## config.mk

```make
export PLATFORM = sky130hd
export DESIGN_NAME = cart_mem_bridge_flat
export DESIGN_NICKNAME = d
export VERILOG_FILES = /design/src/rtl/cart_pkg.sv /design/src/rtl/cart_mem_bridge_if.sv /design/src/rtl/cart_rd_cache.sv /design/src/rtl/cart_mem_bridge.sv /design/src/flat_wrapper.sv
export SDC_FILE = /design/constraint.sdc
export NUM_CORES = 1
export LEC_CHECK = 0
export ABC_AREA = 1
export CORE_MARGIN = 5
export CORE_UTILIZATION = 45
export CTS_CLUSTER_SIZE = 25
export DETAILED_ROUTE_END_ITERATION = 7
export GPL_ROUTABILITY_DRIVEN = 0
export PLACE_DENSITY = 0.73
export SYNTH_ARGS = -nofsm -noshare
export SYNTH_HDL_FRONTEND = slang
export SYNTH_SLANG_ARGS = --single-unit
```

## constraint.sdc

```tcl
create_clock -name CLK -period 5.82 [get_ports CLK]
set_clock_uncertainty 0.1 [all_clocks]
set_input_delay 1.164 -clock CLK [delete_from_list [all_inputs] [get_ports CLK]]
set_output_delay 1.164 -clock CLK [all_outputs]
set_load 0.02 [all_outputs]
```

## src/rtl/cart_pkg.sv

```systemverilog
// rtl/cart_pkg.sv - shared types, widths and byte-merge helper for the cartridge memory bridge.
package cart_pkg;

    localparam int CART_ROM_AW = 23;
    localparam int CART_MEM_AW = 25;

    typedef enum logic [2:0] {
        RESYNC,
        IDLE,
        RD_WAIT,
        WR_WAIT,
        DONE,
        PF_WAIT
    } state_t;

    typedef struct packed {
        logic                   valid;
        logic [CART_ROM_AW-1:0] tag;
        logic [15:0]            data;
    } cache_entry_t;

    function automatic logic [15:0] merge_bytes(input logic [15:0] old_w,
                                                input logic [15:0] new_w,
                                                input logic [1:0]  be);
        return {be[1] ? new_w[15:8] : old_w[15:8],
                be[0] ? new_w[7:0]  : old_w[7:0]};
    endfunction

endpackage

```

## src/rtl/cart_mem_bridge_if.sv

```systemverilog
// rtl/cart_mem_bridge_if.sv - mapper-side ROM bus and SDRAM-side toggle-handshake bus.
interface cart_rom_if
    import cart_pkg::*;
#(
    parameter int AW = CART_ROM_AW
);
    logic [AW-1:0] ROM_A;
    logic [15:0]   ROM_DO;
    logic          ROM_RD;
    logic          ROM_WRL;
    logic          ROM_WRH;
    logic [15:0]   ROM_DI;
    logic          ROM_RDY;
    logic [AW-1:0] ROM_MASK;
    logic          WR_EN;
    logic          INVAL;

    modport master (
        output ROM_A, ROM_DO, ROM_RD, ROM_WRL, ROM_WRH, ROM_MASK, WR_EN, INVAL,
        input  ROM_DI, ROM_RDY
    );

    modport slave (
        input  ROM_A, ROM_DO, ROM_RD, ROM_WRL, ROM_WRH, ROM_MASK, WR_EN, INVAL,
        output ROM_DI, ROM_RDY
    );
endinterface

interface cart_mem_if
    import cart_pkg::*;
#(
    parameter int AW = CART_MEM_AW
);
    logic [AW-1:0] MEM_ADDR;
    logic [15:0]   MEM_DOUT;
    logic [15:0]   MEM_DIN;
    logic [1:0]    MEM_BE;
    logic          MEM_WE;
    logic          MEM_REQ;
    logic          MEM_ACK;

    modport master (
        output MEM_ADDR, MEM_DOUT, MEM_BE, MEM_WE, MEM_REQ,
        input  MEM_DIN, MEM_ACK
    );

    modport slave (
        input  MEM_ADDR, MEM_DOUT, MEM_BE, MEM_WE, MEM_REQ,
        output MEM_DIN, MEM_ACK
    );
endinterface

```

## src/rtl/cart_rd_cache.sv

```systemverilog
// rtl/cart_rd_cache.sv - small read cache: hit compare, fill, byte-merge on write, invalidate.
module cart_rd_cache
    import cart_pkg::*;
#(
    parameter int ENTRIES = 1
) (
    input  logic                   CLK,
    input  logic                   RST,
    input  logic                   inval_i,
    input  logic [CART_ROM_AW-1:0] lookup_tag_i,
    output logic                   hit_o,
    output logic [15:0]            hit_data_o,
    input  logic                   fill_i,
    input  logic                   fill_idx_i,
    input  logic [CART_ROM_AW-1:0] fill_tag_i,
    input  logic [15:0]            fill_data_i,
    input  logic                   merge_i,
    input  logic [CART_ROM_AW-1:0] merge_tag_i,
    input  logic [15:0]            merge_data_i,
    input  logic [1:0]             merge_be_i
);

    cache_entry_t ent_q [ENTRIES];
    cache_entry_t ent_d [ENTRIES];

    always_comb begin
        for (int i = 0; i < ENTRIES; i++) begin
            ent_d[i] = ent_q[i];
            if (merge_i && ent_q[i].valid && ent_q[i].tag == merge_tag_i) begin
                ent_d[i].data = merge_bytes(ent_q[i].data, merge_data_i, merge_be_i);
            end
            if (fill_i && ((ENTRIES == 1) || (fill_idx_i == 1'(i)))) begin
                ent_d[i].valid = 1'b1;
                ent_d[i].tag   = fill_tag_i;
                ent_d[i].data  = fill_data_i;
            end
            // Invalidate beats a same-cycle fill so stale ROM contents never survive a download.
            if (inval_i) begin
                ent_d[i].valid = 1'b0;
            end
        end
    end

    always_comb begin
        hit_o      = 1'b0;
        hit_data_o = 16'h0000;
        for (int i = ENTRIES - 1; i >= 0; i--) begin
            if (ent_q[i].valid && ent_q[i].tag == lookup_tag_i) begin
                hit_o      = 1'b1;
                hit_data_o = ent_q[i].data;
            end
        end
    end

    always_ff @(posedge CLK or posedge RST) begin
        if (RST) begin
            for (int i = 0; i < ENTRIES; i++) begin
                ent_q[i] <= '0;
            end
        end else begin
            for (int i = 0; i < ENTRIES; i++) begin
                ent_q[i] <= ent_d[i];
            end
        end
    end

endmodule

```

## src/rtl/cart_mem_bridge.sv

```systemverilog
// rtl/cart_mem_bridge.sv - mapper ROM bus to SDRAM toggle-handshake bridge with read cache.
// Optional CART_PREFETCH_EN adds a second entry filled by a next-word prefetch.
module cart_mem_bridge
    import cart_pkg::*;
#(
    parameter int                ROM_AW   = CART_ROM_AW,
    parameter int                MEM_AW   = CART_MEM_AW,
    parameter logic [MEM_AW-1:0] MEM_BASE = '0
) (
    input  logic       CLK,
    input  logic       RST,
    cart_rom_if.slave  rom,
    cart_mem_if.master mem
);

`ifdef CART_PREFETCH_EN
    localparam int ENTRIES = 2;
`else
    localparam int ENTRIES = 1;
`endif

    state_t              state_q, state_d;
    logic                act_q;
    logic [15:0]         rom_di_q, rom_di_d;
    logic                rom_rdy_q, rom_rdy_d;
    logic [MEM_AW-1:0]   mem_addr_q, mem_addr_d;
    logic [15:0]         mem_dout_q, mem_dout_d;
    logic [1:0]          mem_be_q, mem_be_d;
    logic                mem_we_q, mem_we_d;
    logic                mem_req_q, mem_req_d;
    logic [ROM_AW-1:0]   lat_addr_q, lat_addr_d;
    logic [15:0]         lat_data_q, lat_data_d;
    logic [1:0]          lat_be_q, lat_be_d;
    logic                pend_q, pend_d;
    logic                inval_seen_q, inval_seen_d;
`ifdef CART_PREFETCH_EN
    logic                pf_armed_q, pf_armed_d;
    logic [ROM_AW-1:0]   pf_addr_q, pf_addr_d;
`endif

    logic                act, start_live, ack_match;
    logic [ROM_AW-1:0]   live_addr, cur_addr;
    logic [15:0]         cur_data;
    logic [1:0]          cur_be;
    logic                cur_start, cur_wr;
    logic                c_hit, fill_en, fill_idx, merge_en;
    logic [15:0]         c_data;
    logic [ROM_AW-1:0]   fill_tag;

    function automatic logic [MEM_AW-1:0] byte_addr(input logic [ROM_AW-1:0] w);
        return MEM_BASE + MEM_AW'({w, 1'b0});
    endfunction

    assign act        = rom.ROM_RD | rom.ROM_WRL | rom.ROM_WRH;
    assign start_live = act & ~act_q;
    assign ack_match  = (mem.MEM_ACK == mem_req_q);
    assign live_addr  = rom.ROM_A & rom.ROM_MASK;

    // An access parked during a prefetch is replayed from the latch instead of the live bus.
    assign cur_start = pend_q | start_live;
    assign cur_addr  = pend_q ? lat_addr_q : live_addr;
    assign cur_data  = pend_q ? lat_data_q : rom.ROM_DO;
    assign cur_be    = pend_q ? lat_be_q : {rom.ROM_WRH, rom.ROM_WRL};
    assign cur_wr    = |cur_be;

    cart_rd_cache #(.ENTRIES(ENTRIES)) u_cache (
        .CLK          (CLK),
        .RST          (RST),
        .inval_i      (rom.INVAL),
        .lookup_tag_i (cur_addr),
        .hit_o        (c_hit),
        .hit_data_o   (c_data),
        .fill_i       (fill_en),
        .fill_idx_i   (fill_idx),
        .fill_tag_i   (fill_tag),
        .fill_data_i  (mem.MEM_DIN),
        .merge_i      (merge_en),
        .merge_tag_i  (lat_addr_q),
        .merge_data_i (lat_data_q),
        .merge_be_i   (lat_be_q)
    );

    always_comb begin
        state_d      = state_q;
        rom_di_d     = rom_di_q;
        rom_rdy_d    = rom_rdy_q;
        mem_addr_d   = mem_addr_q;
        mem_dout_d   = mem_dout_q;
        mem_be_d     = mem_be_q;
        mem_we_d     = mem_we_q;
        mem_req_d    = mem_req_q;
        lat_addr_d   = lat_addr_q;
        lat_data_d   = lat_data_q;
        lat_be_d     = lat_be_q;
        pend_d       = pend_q;
        inval_seen_d = inval_seen_q | rom.INVAL;
        fill_en      = 1'b0;
        fill_idx     = 1'b0;
        fill_tag     = lat_addr_q;
        merge_en     = 1'b0;
`ifdef CART_PREFETCH_EN
        pf_armed_d   = pf_armed_q;
        pf_addr_d    = pf_addr_q;
`endif

        case (state_q)
            RESYNC: begin
                mem_req_d = mem.MEM_ACK;
                state_d   = IDLE;
            end

            IDLE: begin
                if (cur_start) begin
                    lat_addr_d = cur_addr;
                    lat_data_d = cur_data;
                    lat_be_d   = cur_be;
                    pend_d     = 1'b0;
`ifdef CART_PREFETCH_EN
                    pf_armed_d = 1'b0;
`endif
                    if (cur_wr) begin
                        if (rom.WR_EN) begin
                            mem_addr_d   = byte_addr(cur_addr);
                            mem_dout_d   = cur_data;
                            mem_be_d     = cur_be;
                            mem_we_d     = 1'b1;
                            mem_req_d    = ~mem_req_q;
                            inval_seen_d = rom.INVAL;
                            state_d      = WR_WAIT;
                        end else begin
                            rom_rdy_d = 1'b1;
                            state_d   = DONE;
                        end
                    end else if (c_hit) begin
                        rom_di_d  = c_data;
                        rom_rdy_d = 1'b1;
                        state_d   = DONE;
                    end else begin
                        mem_addr_d   = byte_addr(cur_addr);
                        mem_be_d     = 2'b11;
                        mem_we_d     = 1'b0;
                        mem_req_d    = ~mem_req_q;
                        inval_seen_d = rom.INVAL;
                        state_d      = RD_WAIT;
                    end
                end
`ifdef CART_PREFETCH_EN
                else if (pf_armed_q) begin
                    mem_addr_d   = byte_addr(pf_addr_q);
                    mem_be_d     = 2'b11;
                    mem_we_d     = 1'b0;
                    mem_req_d    = ~mem_req_q;
                    inval_seen_d = rom.INVAL;
                    pf_armed_d   = 1'b0;
                    state_d      = PF_WAIT;
                end
`endif
            end

            RD_WAIT: begin
                if (ack_match) begin
                    rom_di_d  = mem.MEM_DIN;
                    rom_rdy_d = 1'b1;
                    fill_en   = ~inval_seen_q;
                    state_d   = DONE;
`ifdef CART_PREFETCH_EN
                    pf_armed_d = 1'b1;
                    pf_addr_d  = (lat_addr_q + ROM_AW'(1)) & rom.ROM_MASK;
`endif
                end
            end

            WR_WAIT: begin
                if (ack_match) begin
                    merge_en  = 1'b1;
                    rom_rdy_d = 1'b1;
                    state_d   = DONE;
                end
            end

            DONE: begin
                if (!act) begin
                    rom_rdy_d = 1'b0;
                    state_d   = IDLE;
                end
            end

`ifdef CART_PREFETCH_EN
            PF_WAIT: begin
                if (start_live && !pend_q) begin
                    lat_addr_d = live_addr;
                    lat_data_d = rom.ROM_DO;
                    lat_be_d   = {rom.ROM_WRH, rom.ROM_WRL};
                    pend_d     = 1'b1;
                end
                if (ack_match) begin
                    fill_en  = ~inval_seen_q;
                    fill_idx = 1'b1;
                    fill_tag = pf_addr_q;
                    state_d  = IDLE;
                end
            end
`endif

            default: state_d = IDLE;
        endcase
    end

    always_ff @(posedge CLK or posedge RST) begin
        if (RST) begin
            state_q      <= RESYNC;
            act_q        <= 1'b0;
            rom_di_q     <= 16'h0000;
            rom_rdy_q    <= 1'b0;
            mem_addr_q   <= MEM_BASE;
            mem_dout_q   <= 16'h0000;
            mem_be_q     <= 2'b00;
            mem_we_q     <= 1'b0;
            mem_req_q    <= 1'b0;
            lat_addr_q   <= '0;
            lat_data_q   <= 16'h0000;
            lat_be_q     <= 2'b00;
            pend_q       <= 1'b0;
            inval_seen_q <= 1'b0;
`ifdef CART_PREFETCH_EN
            pf_armed_q   <= 1'b0;
            pf_addr_q    <= '0;
`endif
        end else begin
            state_q      <= state_d;
            act_q        <= act;
            rom_di_q     <= rom_di_d;
            rom_rdy_q    <= rom_rdy_d;
            mem_addr_q   <= mem_addr_d;
            mem_dout_q   <= mem_dout_d;
            mem_be_q     <= mem_be_d;
            mem_we_q     <= mem_we_d;
            mem_req_q    <= mem_req_d;
            lat_addr_q   <= lat_addr_d;
            lat_data_q   <= lat_data_d;
            lat_be_q     <= lat_be_d;
            pend_q       <= pend_d;
            inval_seen_q <= inval_seen_d;
`ifdef CART_PREFETCH_EN
            pf_armed_q   <= pf_armed_d;
            pf_addr_q    <= pf_addr_d;
`endif
        end
    end

    assign rom.ROM_DI   = rom_di_q;
    assign rom.ROM_RDY  = rom_rdy_q;
    assign mem.MEM_ADDR = mem_addr_q;
    assign mem.MEM_DOUT = mem_dout_q;
    assign mem.MEM_BE   = mem_be_q;
    assign mem.MEM_WE   = mem_we_q;
    assign mem.MEM_REQ  = mem_req_q;

endmodule

```

## src/flat_wrapper.sv

```systemverilog
// flat-port wrapper written by rule: the top's interface ports become plain ports
module cart_mem_bridge_flat import cart_pkg::*;
#(
    parameter int                ROM_AW   = CART_ROM_AW,
    parameter int                MEM_AW   = CART_MEM_AW,
    parameter logic [MEM_AW-1:0] MEM_BASE = '0
)
  (CLK, RST, rom_ROM_A, rom_ROM_DO, rom_ROM_RD, rom_ROM_WRL, rom_ROM_WRH, rom_ROM_MASK, rom_WR_EN, rom_INVAL, rom_ROM_DI, rom_ROM_RDY, mem_MEM_ADDR, mem_MEM_DOUT, mem_MEM_BE, mem_MEM_WE, mem_MEM_REQ, mem_MEM_DIN, mem_MEM_ACK);
  cart_rom_if rom_i ();
  cart_mem_if mem_i ();
  input  logic CLK;
  input  logic RST;
  input wire logic [$bits(rom_i.ROM_A)-1:0] rom_ROM_A;
  input wire logic [$bits(rom_i.ROM_DO)-1:0] rom_ROM_DO;
  input wire logic [$bits(rom_i.ROM_RD)-1:0] rom_ROM_RD;
  input wire logic [$bits(rom_i.ROM_WRL)-1:0] rom_ROM_WRL;
  input wire logic [$bits(rom_i.ROM_WRH)-1:0] rom_ROM_WRH;
  input wire logic [$bits(rom_i.ROM_MASK)-1:0] rom_ROM_MASK;
  input wire logic [$bits(rom_i.WR_EN)-1:0] rom_WR_EN;
  input wire logic [$bits(rom_i.INVAL)-1:0] rom_INVAL;
  output wire logic [$bits(rom_i.ROM_DI)-1:0] rom_ROM_DI;
  output wire logic [$bits(rom_i.ROM_RDY)-1:0] rom_ROM_RDY;
  output wire logic [$bits(mem_i.MEM_ADDR)-1:0] mem_MEM_ADDR;
  output wire logic [$bits(mem_i.MEM_DOUT)-1:0] mem_MEM_DOUT;
  output wire logic [$bits(mem_i.MEM_BE)-1:0] mem_MEM_BE;
  output wire logic [$bits(mem_i.MEM_WE)-1:0] mem_MEM_WE;
  output wire logic [$bits(mem_i.MEM_REQ)-1:0] mem_MEM_REQ;
  input wire logic [$bits(mem_i.MEM_DIN)-1:0] mem_MEM_DIN;
  input wire logic [$bits(mem_i.MEM_ACK)-1:0] mem_MEM_ACK;
  assign rom_i.ROM_A = rom_ROM_A;
  assign rom_i.ROM_DO = rom_ROM_DO;
  assign rom_i.ROM_RD = rom_ROM_RD;
  assign rom_i.ROM_WRL = rom_ROM_WRL;
  assign rom_i.ROM_WRH = rom_ROM_WRH;
  assign rom_i.ROM_MASK = rom_ROM_MASK;
  assign rom_i.WR_EN = rom_WR_EN;
  assign rom_i.INVAL = rom_INVAL;
  assign rom_ROM_DI = rom_i.ROM_DI;
  assign rom_ROM_RDY = rom_i.ROM_RDY;
  assign mem_MEM_ADDR = mem_i.MEM_ADDR;
  assign mem_MEM_DOUT = mem_i.MEM_DOUT;
  assign mem_MEM_BE = mem_i.MEM_BE;
  assign mem_MEM_WE = mem_i.MEM_WE;
  assign mem_MEM_REQ = mem_i.MEM_REQ;
  assign mem_i.MEM_DIN = mem_MEM_DIN;
  assign mem_i.MEM_ACK = mem_MEM_ACK;
  cart_mem_bridge #(.ROM_AW(ROM_AW), .MEM_AW(MEM_AW), .MEM_BASE(MEM_BASE)) u_core (.CLK(CLK), .RST(RST), .rom(rom_i), .mem(mem_i));
endmodule
```

* After elaboration in Yosys (flattened, before gate mapping)
Cells that the tools add are included.
Storage, ports and cells: output and inout port bits 62, logic and storage cells 115, register bits after elaboration 148, bits of input ports 86
Operators by class: reduce and logical (&&, ||, !) cells 22, muxes and demuxes 49, bitwise gates (word level) 8, eq/ne operators 19
Operators with widths (count):
- $mux 16 | 6
- $mux 25 | 3
- $eq 23x23->1 | 2
- $mux 40 | 1
- $pmux 16 s2 | 1
- $mux 1 | 24
- $and 23x23->23 | 1
- $mux 3 | 6
- $mux 8 | 2
- $reduce_and 4->1 | 3
- $reduce_bool 2->1 | 6
- $ne 2x1->1 const B | 5
- $pmux 3 s3 | 1
- $eq 3x2->1 const B | 2
- $mux 2 | 3
- $ne 2x2->1 const B | 3
- $ne 3x3->1 const B | 2
- $reduce_and 2->1 | 3
- $reduce_and 6->1 | 1
- $reduce_and 5->1 | 1
- $reduce_or 2->1 | 2
- $eq 3x1->1 const B | 1
- $eq 3x3->1 const B | 1
- $logic_and 1x1->1 | 3
- 11 further kinds | 15

* Longest topological paths before layout
Gate-level depths: netlist of the first run.
depth after elaboration 8, mapped depth 13, depth with buffers taken out 13

* Cells and area by module
A second synthesis of the first run with hierarchy kept.
Unflattened totals: cells, all modules 946, area, all modules 7238.2 µm²
By module, submodules not included:
- cart_mem_bridge | instances 1, cells an instance 538, sequential area each 2652.5 µm², area an instance 4600.7 µm²
- cart_rd_cache | instances 1, cells an instance 408, sequential area each 1001.0 µm², area an instance 2637.5 µm²

* Worst setup path after synthesis of the first run
No wires, ideal clock.
path type input to register, start point in rom_ROM_A[7], end point reg u_core.rom_di_q[0] (netlist: u_core.rom.ROM_DI[0]), data required time 5.603 ns, data arrival time 2.347 ns, cell stages on the path 13, path buffers 1, slack 3.256 ns, library setup time 0.117 ns, cell sequence nand2_1 > inv_1 > nand2_1 > nand2_1 > nor2_1 > nand2_1 > nor2_4 > nand3_4 > o21ai_4 > nand2_4 > buf_6 > nand2_1 > nand2_1
Between the ends: longest elaborated chain between the ends 8, elaborated cells on any way between the ends 11, those cells by class 2 x eq/ne; 6 x mux; 1 x bitwise; 2 x reduce/logical
RTL lines:
- start, declared | line flat_wrapper.sv:13 | input wire logic [$bits(rom_i.ROM_A)-1:0] rom_ROM_A;
- $and 23x23->23 (*) | line cart_mem_bridge.sv:57 | assign live_addr = rom.ROM_A & rom.ROM_MASK;
- $eq 23x23->1 (*) | line cart_rd_cache.sv:48 | if (ent_q[i].valid && ent_q[i].tag == lookup_tag_i) begin
- $logic_and 1x1->1 (*) | line cart_rd_cache.sv:48
- $mux 16 | line cart_rd_cache.sv:48
- $mux 16 | line cart_mem_bridge.sv:134 | end else if (c_hit) begin
- $mux 16 | line cart_mem_bridge.sv:121 | if (cur_wr) begin
- $mux 16 | line cart_mem_bridge.sv:113 | if (cur_start) begin
- $pmux 16 s2 | line cart_mem_bridge.sv:106 | case (state_q)
- end signal, assigned | line cart_mem_bridge.sv:232 | rom_di_q <= rom_di_d;
- end, declared | line cart_mem_bridge.sv:24 | logic [15:0] rom_di_q, rom_di_d;
Every way passes the cells marked *; elsewhere a longest branch is shown, timed or not. The select of a mux whose other input is x is not followed. A chain may end at the register's enable or synchronous reset.

* Worst setup path in the final report of the first run
start point in rom_ROM_WRH, end point reg u_core.mem_addr_q[16] (netlist: u_core.mem.MEM_ADDR[16])
Between the ends: longest elaborated chain between the ends 3, elaborated cells on any way between the ends 7, those cells by class 2 x eq/ne; 1 x mux; 2 x bitwise; 2 x reduce/logical
RTL lines:
- start, declared | line flat_wrapper.sv:17 | input wire logic [$bits(rom_i.ROM_WRH)-1:0] rom_ROM_WRH;
- $or 1x1->1 | line cart_mem_bridge.sv:54 | assign act = rom.ROM_RD | rom.ROM_WRL | rom.ROM_WRH;
- net u_core.act | line cart_mem_bridge.sv:41 | logic act, start_live, ack_match;
- $and 1x1->1 | line cart_mem_bridge.sv:55 | assign start_live = act & ~act_q;
- $reduce_and 4->1 (no source line)
- end signal, assigned | line cart_mem_bridge.sv:234 | mem_addr_q <= mem_addr_d;
- end, declared | line cart_mem_bridge.sv:26 | logic [MEM_AW-1:0] mem_addr_q, mem_addr_d;
The timed path passes the listed nets, and every way through them passes these cells.

==> impl_results.md, run 1 <==
* Smallest setup slack after layout at 2.38 ns
* Fin nets at 1,093
* Total core area at 15,300 um^2
* Post-route ant nets at 0
* Die Width at 135 um
* Seq pwr share at 40.8%
* DRC at 0
* RSZ-0062 raised after global routing: false
* GRT Residual Overflow at 0
* P_sw at 0.00131 W
* Post-DP HPWL at 13,600 um
* Post-Syn Area at 7070 um^2
* Slew HR at 24.6%
* Kind of critical path: primary input to flip-flop
* Final worst path period share at 59.0%
* Setup Total Neg Slack at 0 ns
* Final slew viol count at 0
* Final std cells w/o fill at 1,231
* Final WL at 18,800 um
* Synthesized area per cell at 8.11 um^2
* Clock group share of total power at 27.5%
* Placement row count at 45
* Max Used Layer: met4
* Die Height at 135 um
* Syn Inst Count at 872
* Pwr per Cell Area at 412 nW/um^2
* Max_cap viols at 0
* Fraction of the yosys area taken by sequential cells at 51.6%
* Total of warnings raised by yosys at 0
* Die ar. at 18,300 um^2
* Pin count of the biggest net entering global routing at 82
* Register area at 3650 um^2
* PortBufs at 145
* Crit-path max cell delay at 0.76 ns
* # Post-CTS Setup Buffers at 0
* Iter 0 DRT Violations at 508
* Cell internal pwr at 0.00248 W
* Combinational power share at 31.8%
* Worst Hold Class: flip-flop to flip-flop
* Vias in the first global route at 5,825
* Layout cells sized above 1 at 9.12%
* Buf/Inv on CP at 2
* Starting Density at 46.2%
* CP top delay family: simple AND/OR/NAND/NOR gates
* Vias post-DR at 6,227
* Worst path cell trace: clkdlybuf4s50_1 > nor2_2 > inv_1 > or2_1 > nand2_1 > nor2_4 > nand3_2 > o21ai_0
* Pre-CTS setup slack at 1.95 ns
* H-tree depth at 4
* CTS tree: built
* Pre-antenna DRT Iters at 5
* Finish-stage setup viols at 0
* Synth cell types at 37
* Initial antenna violation count at 0
* CP Launch Type: primary input
* Met3 wire len at 1260 um
* FMAX at 291 MHz
* CP max FO at 53
* N_diodes at 0
* Worst-path clk slew at 0.06 ns
* Worst Path Required at 6.03 ns
* Hold-fix buffers, CTS at 0
* Multi-input gate area at 2970 um^2
* Worst-case clock buffer depth at 2
* Layout overhead on the synthesized area at 29.9%
* Measured slew at the worst slew-check pin at 1.13 ns
* DR WL/cell at 15.2 um
* Placed Cells at 1,199
* Leak at 4.36 nW
* GRT Util Overall at 20.8%
* FILL cells at 1,394
* Final instance area at 9190 um^2
* Clock latency on the worst-skew pair at 0.43 ns
* Wl on met1 at 9020 um
* Clk sink count at 146
* Post-CTS sizing at 0
* First-pass GRT wire length at 30,000 um
* Met2 wire length at 8240 um
* Seq cells post-synth at 146
* CTS root buffer: clkbuf_16
* Endpoints failing hold at 0
* Crit path time final at 3.44 ns
* Sw Ratio at 34.6%
* Maximum vdd drop at 0.252 mV
* Vias/cell at 5.06
* Status: completed
* DP Area at 8630 um^2
* Crit path DAT at 3.65 ns
* Io pins at 148
* Total CTS buffers at 17
* Slowest CP cell: nand3_2
* CP Capture Type: flip-flop
* Pwr Total at 0.00379 W
[synth_stat cells]
master    number  area [um^2]
o21ai_2        1         8.76
or2_2          1         6.26
a21oi_1       11         55.1
buf_6          5         56.3
o22ai_1        7         43.8
conb_1         1         3.75
nand3_4        1         17.5
buf_2          8         40.0
o21ai_0      103          515
inv_4          1         6.26
inv_1         52          195
nor3_1         5         25.0
clkbuf_1      12         45.0
nand3_1       58          290
buf_4          5         37.5
nor3_4         1         16.3
nand2_2        6         37.5
xnor2_1        3         26.3
nand3_2        7         70.1
nor3b_1        1         7.51
inv_2         17         63.8
o21ai_4        1         16.3
a21o_1         1         7.51
nand2_1      322         1210
mux2_2        10          113
or2_1          1         6.26
dfrtp_1      146         3650
xor2_1         6         52.6
nor2_4         6         67.6
nor2_1        41          154
mux2_1         6         67.6
nand4_1        6         37.5
clkbuf_2       1         5.00
o21ai_1       11         55.1
nor2_2         4         25.0
buf_1          1         3.75
nand2_4        3         33.8
[final timing paths]
kind,from,slack (ns),end,cells after the start
worst max-delay path,rom_ROM_WRH,2.38,u_core.mem.MEM_ADDR[16],8
worst min-delay path,u_core.rom.ROM_DI[12],0.37,u_core.rom.ROM_DI[12],2
worst max register to register,u_core.state_q[2],3.18,u_core.mem.MEM_ADDR[16],5
worst min register to register,u_core.rom.ROM_DI[12],0.37,u_core.rom.ROM_DI[12],2
max in group asynchronous,RST,3.56,u_core.u_cache.ent_q[15],3
min in group asynchronous,RST,1.06,u_core.rom.ROM_DI[10],2
[sequential cells by signal, summed over array words and instances, names as in the netlist]
signal                count
u_core.mem.MEM_WE         1
u_core.act_q              1
u_core.u_cache.ent_q     40
u_core.inval_seen_q       1
u_core.lat_be_q           2
u_core.mem.MEM_REQ        1
u_core.lat_data_q        16
u_core.fill_tag          23
u_core.state_q            3
u_core.mem.MEM_BE         2
u_core.mem.MEM_DOUT      16
u_core.rom.ROM_DI        16
u_core.rom.ROM_RDY        1
u_core.mem.MEM_ADDR      23
[logic make-up after synthesis]
logic type,share of synthesized area [%]
other,0.0530
multiplexers,2.55
buffers and inverters,6.40
XOR/XNOR,1.11
AND/OR/NAND/NOR,28.3
flip-flops,51.6
AO/OA/AOI/OAI,9.92
[tightest hold or removal path: stages, from the launching register on]
cell     delay (ns)
dfrtp_1        0.34
nand2_1        0.05
nand2_1        0.04
[cells in the final DEF (no fill, tap or decap), types with 7 or more instances in the layout]
master           count
a21oi_1             11
clkbuf_16           17
clkdlybuf4s50_1    145
dfrtp_1            146
inv_1               51
inv_2               17
mux2_2              10
nand2_1            322
nand3_1             58
nand3_2              7
nor2_1              41
o21ai_0            103
o21ai_1             11
o22ai_1              7
[metrics by stage]
step                util (%)  hold WS [ns]
floorplan                  -         0.348
global placement        56.3         0.354
detailed placement      56.3         0.359
CTS                     60.0         0.374
global route            60.0         0.403
finish                  60.0         0.366
[metal layers]
layer	up-vias	GRT usage, %
met4	0	6.89
met1	2916	32.1
met3	25	4.09
met5	-	0
li1	3067	-
met2	219	29.3
[final cells by class]
class | count | area share (%)
clock inverter | 12 | 1.17
multi-input combinational | 625 | 32.3
sequential | 146 | 39.8
tap | 211 | 2.87
timing repair buffer | 147 | 16.0
clock buffer | 20 | 4.97
inverter | 70 | 2.94
[power groups by stage]
stage	sequential, W	combinational (W)	clock [W]
after floorplan	0.00168	0.000530	0
after global placement	0.00155	0.00118	0
after detailed placement	0.00155	0.00121	0
after CTS	0.00154	0.00121	0.00105
after global routing	0.00158	0.00133	0.00110
final	0.00154	0.00120	0.00104
No activity file was read; power rests on OpenSTA's default activity.
==> run 2, diff against run 1 <==
==> constraint.sdc (replaced) <==
create_clock -name CLK -period 3.17 [get_ports CLK]
set_clock_uncertainty 0.1 [all_clocks]
set_input_delay 0.634 -clock CLK [delete_from_list [all_inputs] [get_ports CLK]]
set_output_delay 0.634 -clock CLK [all_outputs]
set_load 0.02 [all_outputs]
==> run 2 against run 1 <==
Compared with the run above:
- combinational power is 87% higher
- hold slack better by 0.011 ns
- first-iteration DRC count is 8.3% higher
- routed wire length is 1.1% lower
- die area stayed put
- count of clock-buffer cells in the layout is 1 lower
- critical path type unchanged
- largest cell class unchanged
==> impl_results.md, run 2 (synthesis gave the netlist of run 1 again) <==
* Endpoints failing hold at 0 (unchanged)
* Clk sink count at 146 (unchanged)
* CTS tree: built (unchanged)
* Pin count of the biggest net entering global routing at 55 (was 82)
* Clock latency on the worst-skew pair at 0.42 ns (was 0.43 ns)
* Initial antenna violation count at 0 (unchanged)
* Kind of critical path: primary input to flip-flop (unchanged)
* P_sw at 0.00243 W (was 0.00131 W)
* PortBufs at 145 (unchanged)
* Worst Path Required at 3.43 ns (was 6.03 ns)
* Placed Cells at 1,210 (was 1,199)
* Final slew viol count at 0 (unchanged)
* Iter 0 DRT Violations at 550 (was 508)
* DP Area at 8770 um^2 (was 8630 um^2)
* RSZ-0062 raised after global routing: false (unchanged)
* Layout cells sized above 1 at 10.2% (was 9.12%)
* GRT Residual Overflow at 0 (unchanged)
* Die Height at 135 um (unchanged)
* Status: completed (unchanged)
* CTS root buffer: clkbuf_16 (unchanged)
* Worst path cell trace: clkdlybuf4s50_1 > nand2_1 > nand2_1 > nand2_1 > nor2_1 > nand2_1 > nor2_4 > nand3_4 > o21ai_4 > buf_4 > nand3_1 > nand2_1 (was clkdlybuf4s50_1 > nor2_2 > inv_1 > or2_1 > nand2_1 > nor2_4 > nand3_2 > o21ai_0)
* Final worst path period share at 74.8%
* Crit-path max cell delay at 0.50 ns (was 0.76 ns)
* Worst-case clock buffer depth at 2 (unchanged)
* Final instance area at 9400 um^2 (was 9190 um^2)
* Largest Register: u_core.u_cache.ent_q (unchanged)
* Hold-fix buffers, CTS at 0 (unchanged)
* Pwr per Cell Area at 763 nW/um^2 (was 412 nW/um^2)
* Post-CTS sizing at 0 (unchanged)
* Clock group share of total power at 29.4% (was 27.5%)
* Top cell by count, worst path: nand2_1
* Finish-stage setup viols at 0 (unchanged)
* FILL cells at 1,374 (was 1,394)
* Cell internal pwr at 0.00474 W (was 0.00248 W)
* Pre-CTS setup slack at 0.376 ns (was 1.95 ns)
* DRC at 0 (unchanged)
* Most frequent cells in the layout: nand2_1, dfrtp_1, clkdlybuf4s50_1 (unchanged)
* FF-to-FF path depth at 7 (was 5)
* Flip-flop count of the largest register after layout at 40 (unchanged)
* Seq pwr share at 39.4% (was 40.8%)
* Smallest setup slack after layout at 0.797 ns (was 2.38 ns)
* H-tree depth at 4 (unchanged)
* First-pass GRT wire length at 30,300 um (was 30,000 um)
* CP top delay family: simple AND/OR/NAND/NOR gates (unchanged)
* N_diodes at 0 (unchanged)
* CP Capture Type: flip-flop (unchanged)
* Leak at 4.46 nW (was 4.36 nW)
* Worst Hold Class: flip-flop to flip-flop (unchanged)
* Starting Density at 46.2% (unchanged)
* Final WL at 18,600 um (was 18,800 um)
* Worst-path clk slew at 0.06 ns (about the same)
* Measured slew at the worst slew-check pin at 0.818 ns (was 1.13 ns)
* Vias in the first global route at 5,940 (was 5,825)
* DR WL/cell at 14.9 um (was 15.2 um)
* Commonest non-fill, non-tap cell in the layout: nand2_1 (unchanged)
* Vias post-DR at 6,096 (was 6,227)
* Pwr Total at 0.00717 W (was 0.00379 W)
* Combinational power share at 31.3% (was 31.8%)
* Layout overhead on the synthesized area at 32.8% (was 29.9%)
* Total CTS buffers at 17 (unchanged)
* Hold Path Stages at 2 (unchanged)
* CP Depth at 12 (was 8)
* # Post-CTS Setup Buffers at 0 (unchanged)
* Die ar. at 18,300 um^2 (unchanged)
* Register area at 3650 um^2 (unchanged)
* Post-DP HPWL at 13,900 um (was 13,600 um)
* CP Launch Type: primary input (unchanged)
* Max_cap viols at 0 (unchanged)
* Crit path DAT at 2.63 ns (was 3.65 ns)
* Post-route ant nets at 0 (unchanged)
* Multi-input gate area at 2970 um^2 (unchanged)
* Setup Total Neg Slack at 0 ns (unchanged)
* Die Width at 135 um (unchanged)
* GRT Util Overall at 21.1% (was 20.8%)
* Sw Ratio at 33.9% (was 34.6%)
* Total core area at 15,300 um^2 (unchanged)
* Slowest CP cell: clkdlybuf4s50_1 (was nand3_2)
* Pre-antenna DRT Iters at 5 (unchanged)
* Fin nets at 1,104 (was 1,093)
* Io pins at 148 (unchanged)
* Maximum vdd drop at 0.585 mV (was 0.252 mV)
* Vias/cell at 4.91 (was 5.06)
* Final std cells w/o fill at 1,242 (was 1,231)
* CP max FO at 17 (was 53)
* Crit path time final at 2.37 ns
* Buf/Inv on CP at 2 (unchanged)
* Slew HR at 45.4% (was 24.6%)
* FMAX at 421 MHz
* Placement row count at 45 (unchanged)
-- run 2: changes by cell type in the layout (fill, tap and decap cells not counted) --
cell	change
clkinv_4	+1
clkbuf_1	-1
bufinv_16	+2
buf_4	+6
inv_6	+2
buf_12	+5
clkinvlp_4	-1
clkinv_2	-3
-- run 2: area by class of cell --
class / instances / area share, %
clock buffer: 19 / 4.82
clock inverter: 13 / 1.84
inverter: 70 / 2.86
multi-input combinational: 625 / 31.6
sequential: 146 / 38.9
tap: 211 / 2.81
timing repair buffer: 158 / 17.2
-- run 2: worst register-to-register path, delay by kind of cell (launching register included) --
kind,cells,cell delay (ns)
AOI/OAI and AO/OA,1,0.06
buffers and inverters,2,0.57
and+or+nand+nor,4,0.81
DFF,1,0.47
-- run 2: through the flow --
step	hold slack (ns)	util (%)
after floorplan	0.348	-
after global placement	0.359	57.3
after detailed placement	0.362	57.3
after CTS	0.381	61.3
after global routing	0.405	61.3
final	0.377	61.3
-- run 2: power by group through the flow --
stage / Combinational (W) / Clock, W / Sequential, W
after floorplan: 0.000974 / 0 / 0.00309
after global placement: 0.00220 / 0 / 0.00283
after detailed placement: 0.00224 / 0 / 0.00283
after CTS: 0.00226 / 0.00214 / 0.00282
after global routing: 0.00247 / 0.00222 / 0.00290
final: 0.00224 / 0.00210 / 0.00282
-- run 2: final timing paths --
path | startpoint | to | slack, ns
worst min-delay path | u_core.rom.ROM_DI[11] | u_core.rom.ROM_DI[11] | 0.38
max in group asynchronous | RST | u_core.mem.MEM_DOUT[13] | 1.71
worst min register to register | u_core.rom.ROM_DI[11] | u_core.rom.ROM_DI[11] | 0.38
min in group asynchronous | RST | u_core.rom.ROM_DI[1] | 0.61
worst max register to register | u_core.state_q[2] | u_core.u_cache.ent_q[34] | 1.03
worst max-delay path | rom_ROM_A[11] | u_core.rom.ROM_DI[10] | 0.80
-- run 2: layer usage --
layer  routed length, um  vias up  track usage (%)
met5                   0        -                0
met4                 281        0             6.72
met3                1170       21             4.53
met2                8180      201             30.5
met1                8930     2786             31.5
li1                    -     3088                -
